<file path="config.mk">
export PLATFORM = sky130hd
export DESIGN_NAME = pp_final_adder
export DESIGN_NICKNAME = d
export VERILOG_FILES = /design/src/rtl/pp_final_adder.sv
export SDC_FILE = /design/constraint.sdc
export NUM_CORES = 1
export LEC_CHECK = 0
export ABC_AREA = 1
export BUFFER_PORTS_ARGS = -buffer_cell sky130_fd_sc_hd__buf_2
export CORE_ASPECT_RATIO = 1.1
export CORE_MARGIN = 2
export CORE_UTILIZATION = 57
export CTS_CLUSTER_SIZE = 40
export DETAILED_ROUTE_END_ITERATION = 12
export GPL_ROUTABILITY_DRIVEN = 0
export HOLD_SLACK_MARGIN = 0.08
export PLACE_DENSITY = 0.84
export SYNTH_ARGS = -nofsm -noshare
export SYNTH_HDL_FRONTEND = slang
export SYNTH_SLANG_ARGS = --single-unit
export TNS_END_PERCENT = 30
</file>
<file path="constraint.sdc">
create_clock -name clk -period 2.9 [get_ports clk]
set_input_delay 0.29 -clock clk [delete_from_list [all_inputs] [get_ports clk]]
set_output_delay 0.29 -clock clk [all_outputs]
set_load 0.05 [all_outputs]
</file>
<file path="src/rtl/pp_final_adder.sv">
// pp_final_adder: final carry-propagate adder of the 32x32 radix-4 Booth multiplier.
// Converts the redundant carry/sum pair into P = S + (C << 1) mod 2^64.
// Two pipeline stages split at bit SPLIT, with valid/ready flow control and a
// passthrough tag. Occupancy is at most two ops, and results leave in strict FIFO order.

module pp_final_adder #(
   parameter int SPLIT = 32,
   parameter int TAG_W = 4
) (
   input  logic             clk,
   input  logic             rst_n,
   input  logic             in_valid,
   output logic             in_ready,
   input  logic [62:0]      in_c,
   input  logic [63:0]      in_s,
   input  logic [TAG_W-1:0] in_tag,
   output logic             out_valid,
   input  logic             out_ready,
   output logic [63:0]      out_product,
   output logic [TAG_W-1:0] out_tag
);

   localparam int HI_W = 64 - SPLIT;

   // Stage 1: low-segment sum with its carry, untouched high operands, and the tag.
   logic             s1_valid_q, s1_valid_d;
   logic [SPLIT-1:0] s1_lo_q,    s1_lo_d;
   logic             s1_cy_q,    s1_cy_d;
   logic [HI_W-1:0]  s1_a_hi_q,  s1_a_hi_d;
   logic [HI_W-1:0]  s1_b_hi_q,  s1_b_hi_d;
   logic [TAG_W-1:0] s1_tag_q,   s1_tag_d;

   // Stage 2: the finished product and the tag.
   logic             s2_valid_q,   s2_valid_d;
   logic [63:0]      s2_product_q, s2_product_d;
   logic [TAG_W-1:0] s2_tag_q,     s2_tag_d;

   logic [63:0]      op_a;
   logic [63:0]      op_b;
   logic [SPLIT:0]   lo_sum;
   logic [HI_W-1:0]  hi_sum;
   logic             s2_free;
   logic             s1_adv;
   logic             accept;

   // Handshake: ready ripples back from out_ready only; in_valid never feeds in_ready.
   always_comb begin
      s2_free  = !s2_valid_q || out_ready;
      s1_adv   = s1_valid_q && s2_free;
      in_ready = !s1_valid_q || s2_free;
      accept   = in_valid && in_ready;
   end

   // Stage 1 arithmetic: align the carry vector and add the low segment.
   // The extra MSB of lo_sum is the carry into the high segment.
   always_comb begin
      op_a   = {in_c, 1'b0};
      op_b   = in_s;
      lo_sum = {1'b0, op_a[SPLIT-1:0]} + {1'b0, op_b[SPLIT-1:0]};
   end

   // Stage 2 arithmetic: finish the high segment. The carry out of bit 63 is dropped.
   always_comb begin
      hi_sum = s1_a_hi_q + s1_b_hi_q + HI_W'(s1_cy_q);
   end

   // Next-state logic. Datapath registers change only on their stage enable,
   // so garbage on in_c/in_s while in_valid is low never reaches the output.
   always_comb begin
      // NOTE: every _d gets its hold value first so no path leaves it unassigned (no latch).
      s1_valid_d   = s1_valid_q;
      s1_lo_d      = s1_lo_q;
      s1_cy_d      = s1_cy_q;
      s1_a_hi_d    = s1_a_hi_q;
      s1_b_hi_d    = s1_b_hi_q;
      s1_tag_d     = s1_tag_q;
      s2_valid_d   = s2_valid_q;
      s2_product_d = s2_product_q;
      s2_tag_d     = s2_tag_q;

      if (accept) begin
         s1_lo_d   = lo_sum[SPLIT-1:0];
         s1_cy_d   = lo_sum[SPLIT];
         s1_a_hi_d = op_a[63:SPLIT];
         s1_b_hi_d = op_b[63:SPLIT];
         s1_tag_d  = in_tag;
      end

      if (accept) begin
         s1_valid_d = 1'b1;
      end else if (s1_adv) begin
         s1_valid_d = 1'b0;
      end

      if (s1_adv) begin
         s2_valid_d   = 1'b1;
         s2_product_d = {hi_sum, s1_lo_q};
         s2_tag_d     = s1_tag_q;
      end else if (out_ready) begin
         s2_valid_d   = 1'b0;
      end
   end

   // State registers. Reset clears the valids and the datapath, which drops any in-flight ops.
   always_ff @(posedge clk or negedge rst_n) begin
      // NOTE: datapath flops are reset too, so out_product/out_tag read 0 out of reset;
      // all sequential state uses non-blocking assignments.
      if (!rst_n) begin
         s1_valid_q   <= 1'b0;
         s1_lo_q      <= '0;
         s1_cy_q      <= 1'b0;
         s1_a_hi_q    <= '0;
         s1_b_hi_q    <= '0;
         s1_tag_q     <= '0;
         s2_valid_q   <= 1'b0;
         s2_product_q <= '0;
         s2_tag_q     <= '0;
      end else begin
         s1_valid_q   <= s1_valid_d;
         s1_lo_q      <= s1_lo_d;
         s1_cy_q      <= s1_cy_d;
         s1_a_hi_q    <= s1_a_hi_d;
         s1_b_hi_q    <= s1_b_hi_d;
         s1_tag_q     <= s1_tag_d;
         s2_valid_q   <= s2_valid_d;
         s2_product_q <= s2_product_d;
         s2_tag_q     <= s2_tag_d;
      end
   end

   assign out_valid   = s2_valid_q;
   assign out_product = s2_product_q;
   assign out_tag     = s2_tag_q;

endmodule

</file>
# [After elaboration in Yosys (flattened, before gate mapping)]
# Index checks and enable logic that the tools add are counted.
[word_totals] romBits=0 latchBits=0 word_cells=24 ff_bits=171 input_bits=135 output_inout_bits=70 ramBits=0 memories=0
[classes] bitwise_logic=0 n_reduce_logical=8 div_mod_pow=0 eq_ne=0 order_cmp=0 shift=0 mux=4 n_addsub=3 n_mul=0
[ops] cell="$add A32 B32 Y33" n=1
[ops] cell="$add A32 B1 Y32" n=1
[ops] cell="$add A32 B32 Y32" n=1
[ops] cell="$mux W1" n=4
[ops] cell="$reduce_bool A2 Y1" n=2
[ops] cell="$logic_and A1 B1 Y1" n=2
[ops] cell="$logic_not A1 Y1" n=2
[ops] cell="$logic_or A1 B1 Y1" n=2

# [Depth between registers and ports, before layout]
[depth] depth_word=5 depth_mapped=12 ltp_nobuf=12

# [Worst setup path before layout]
# OpenSTA, ideal clock, no wires.
[synth_path] path_type="reg-to-reg" startpoint="reg s2_valid_q, in the netlist out_valid" endpoint="reg s1_a_hi_q[0]" slack_ns=0.793 path_stages_with_launch=8 setup_ns=0.116 arrival_ns=1.991 path_buffers=2 synth_period_minus_slack_ns=2.107 required_ns=2.784 cell_sequence="dfrtp_1 > nand3_1 > nand2_2 > inv_2 > buf_2 > buf_4 > nand2_1 > nand2_1"
[synth_via] elab_chain_len=4
[synth_lines] element="start: declaration" line_no="34" source="logic s2_valid_q, s2_valid_d;"
[synth_lines] element="start signal: assignment" line_no="125" source="s2_valid_q <= s2_valid_d;"
[synth_lines] element="$logic_not A1 Y1" line_no="48" source="s2_free = !s2_valid_q || out_ready;"
[synth_lines] element="$logic_or A1 B1 Y1" line_no="48"
[synth_lines] element="$logic_or A1 B1 Y1" line_no="50" source="in_ready = !s1_valid_q || s2_free;"
[synth_lines] element="net in_ready" line_no="13" source="output logic in_ready,"
[synth_lines] element="$logic_and A1 B1 Y1" line_no="51" source="accept = in_valid && in_ready;"
[synth_lines] element="end signal: assignment" line_no="122" source="s1_a_hi_q <= s1_a_hi_d;"
[synth_lines] element="end: declaration" line_no="29" source="logic [HI_W-1:0] s1_a_hi_q, s1_a_hi_d;"
# The timed path passes the listed nets, and every way through them passes these cells.
# A chain may end at the register's enable or synchronous reset.

# [Final worst setup path]
[layout_path] startpoint="reg s1_cy_q" endpoint="reg s2_product_q[48], in the netlist out_product[48]"
[layout_via] elab_chain_len=1
[layout_lines] element="start: declaration" line_no="28" source="logic s1_cy_q, s1_cy_d;"
[layout_lines] element="start signal: assignment" line_no="121" source="s1_cy_q <= s1_cy_d;"
[layout_lines] element="$add A32 B1 Y32" line_no="64" source="hi_sum = s1_a_hi_q + s1_b_hi_q + HI_W'(s1_cy_q);"
[layout_lines] element="end signal: assignment" line_no="126" source="s2_product_q <= s2_product_d;"
[layout_lines] element="end: declaration" line_no="35" source="logic [63:0] s2_product_q, s2_product_d;"
# Every way passes these cells.

==> qor.yml <==
sta:
  fmaxAchievable_mhz: 421.4
  min_period_ns: 2.373
  fin_tns_setup_ns: 0
  worst_slack_ns: 0.5267
  finalSetupViolCount: 0
  tightest_slew_ns: 0.9739
  final-hold-violation-count: 0
  rsz0062_at_grt: "no"
  clock_skew_ns: 0.01475
  finalMaxSlewViolations: 0
  relSlewSlack: 0.3508
  fin_crit_sh: 0.8184
synth:
  yosysMostFrequentCell: "nand2_1"
  synth_top_area_frac: 0.3895
  yosys_register_bits: 171
  synth.yosys.warnings: 0
  synth_top_cell_by_area: "dfrtp_1"
  synth_common_cells: "785 x nand2_1, 227 x inv_1, 171 x dfrtp_1, 84 x nand3_1, 81 x nor2_1"
  syn_inst: 1639
  synth_area_mm2: 0.01099
  synth_area_leaders: "dfrtp_1 39%, nand2_1 27%, inv_1 7.8%"
  syn_nets: 1838
  synth-main-ff-cell: "dfrtp_1"
  avgSynthCellArea_um2: 6.703
  yosysUniqueCellTypes: 32
  yosysSeqAreaShare: 0.3895
  synth_edf_count: 0
  synth-async-reset-ratio: 1.000
critical_path:
  crit_top_cell: "nand2_1"
  setup.worst_path.class: "flip-flop to flip-flop"
  cp.arrival_ns: 2.66
  crit_start: "s1_cy_q"
  worstPathCellList: "fa_1 > fa_1 > nand3_1 > nand3_1 > nand2_1 > nand2_2 > nand2_1 > nand2_1 > xnor2_1 > o21ai_1"
  cp-end-kind: "flip-flop"
  cp_slowest_stage_delay_ns: 0.51
  timing.rr.start: "s1_cy_q"
  worst-path-max-fanout: 4
  cp_slowest_cell: "fa_1"
  cp.required_ns: 3.19
  crit_path_start_kind: "flip-flop"
grt:
  top_usage_layer: "met2"
  met1_usage: 0.3513
  grt_pass1_wl_um: 48220
  antenna_found_initial: 1
  grtUsageMet2: 0.5191
  grt_usage: 0.2976
  grt_pass1_vias: 10630
  grt_max_degree: 100
  globalRouteMet3Util: 0.04844
  gr-total-overflow: 0
drt:
  drt-pass1-iter-count: 5
  dr.first_iter.drc_count: 785
  routed_wl_um: 29230
  vias_per_cell: 5.141
  drc: 0
  wl_per_cell_um: 13.51
  vias: 11120
  antenna_left: 0
die:
  start_util: 0.5773
  die-width_um: 136.4
  num_io_pins: 205
  die_h_um: 149.6
  rows: 53
  fp.coreArea_mm2: 0.01903
  die_area_mm2: 0.02040
power_and_ir_drop:
  comb_power_share: 0.445
  cellPowerDensity_mw_per_mm2: 766.9
  vdd_drop_max_mv: 0.6691
  p_int_mw: 5.518
  pwr-share-seq: 0.325
  power_switching_mw: 4.886
  clkPwrFrac: 0.230
  swShare: 0.4696
  p_leak_nw: 8.009
place:
  dp.cells: 2063
  dpl.hpwl_um: 21690
  place_ws_ns: 0.5951
  port_buffers: 204
layout:
  drive_above_1_share: 0.1467
  nets: 2101
  fillers: 1519
  layout.cells.non_filler: 2163
  syn_to_final_growth_pct: 23.48
cts:
  cts_buffer_depth: 2
  clk_pin_slew_ns: 0.08
  cts_setup_buffers: 0
  cts_buffers: 17
  numClockSinks: 171
  ctsHoldBuffers: 66
  clk_latency_ns: 0.45
  root_buffer: "clkbuf_16"
  cts.repair.resized: 0
  cts_tree: "built"
  cts_max_level: 4
outcome:
  status: "finished clean"
min_path:
  min_from: "in_c[33]"
  min_path_type: "input pin to flip-flop"
job:
  maxCapViolCount: 0
flip-flops by register name, indices dropped and copies added, names as in the netlist:
| name | flops |
|---|---|
| out_product | 64 |
| out_tag | 4 |
| out_valid | 1 |
| s1_a_hi_q | 32 |
| s1_b_hi_q | 32 |
| s1_cy_q | 1 |
| s1_lo_q | 32 |
| s1_tag_q | 4 |
| s1_valid_q | 1 |
cell type report:
class / instances / area (µm²) / share of cell area
inverter: 229 / 860.8 / 0.06345
tap: 247 / 309.0 / 0.02278
timing repair buffer: 279 / 1783 / 0.1314
multi-input combinational: 1204 / 5693 / 0.4196
clock buffer: 17 / 425.4 / 0.03136
clock inverter: 15 / 214.0 / 0.01577
antenna: 1 / 2.502 / 0.0001845
sequential: 171 / 4279 / 0.3154
power by group through the flow:
stage	logic (mW)	registers (mW)	clock network, mW
after floorplan	1.97	4.74	0
after global placement	4.41	3.40	0
after detailed placement	4.50	3.42	0
after CTS	4.61	3.38	2.42
after global routing	5.04	3.45	2.53
final	4.63	3.38	2.39
path summary, 6_finish.rpt:
path	end	slack (ns)	cells past startpoint
min	s1_a_hi_q[2]	0.08	3
max reg2reg	out_product[48]	0.53	10
min reg2reg	out_product[10]	0.47	2
min in group asynchronous	s1_b_hi_q[6]	0.46	2
max	out_product[48]	0.53	10
max in group asynchronous	out_product[14]	1.64	3
worst max-delay path, delay by kind of cell, from the launching register on:
kind | cells | cell delay (ns)
AND/OR/NAND/NOR | 6 | 0.58
AO/OA/AOI/OAI | 1 | 0.08
flip-flops | 1 | 0.41
adder cells (fa/ha/maj) | 2 | 1.00
XOR/XNOR | 1 | 0.16
per-stage QoR:
step	area, µm²	total power [mW]	util	hold WS (ns)
floorplan	10990	6.711	-	-0.005591
global placement	12250	7.817	0.6439	0.3816
detailed placement	12250	7.919	0.6439	0.3924
CTS	13550	10.41	0.7122	0.08007
global route	13570	11.03	0.7128	0.09387
finish	13570	10.40	0.7128	0.08185
kinds of logic (layout without fill, tap and decap cells):
group,after synthesis,in the layout,synth area share
AOI/OAI and AO/OA,109,109,0.05193
xor gates and xnor gates,26,26,0.02073
adders and majority gates,64,64,0.07493
buffers and inverters,264,540,0.09304
DFF,171,171,0.3895
other,0,1,0
and+or+nand+nor,1005,1005,0.3699
placed cells by master (no fill, tap or decap), drive strengths merged:
| cell type | n |
|---|---|
| a21o | 2 |
| a21oi | 44 |
| and2 | 2 |
| buf | 212 |
| clkbuf | 17 |
| clkinv | 6 |
| dfrtp | 171 |
| diode | 1 |
| dlygate4sd3 | 67 |
| fa | 3 |
| ha | 61 |
| inv | 238 |
| nand2 | 800 |
| nand3 | 95 |
| nand3b | 6 |
| nand4 | 7 |
| nor2 | 86 |
| nor3 | 7 |
| nor4 | 1 |
| o21ai | 55 |
| o21bai | 5 |
| o22ai | 3 |
| or2 | 1 |
| xnor2 | 25 |
| xor2 | 1 |
routing by layer:
metal  wire, µm  part of all wire
met1      11870              0.41
met2      14400              0.49
met3       1572             0.054
met4       1395             0.048
met5          0                 0
(Power assumes the default switching activity.)
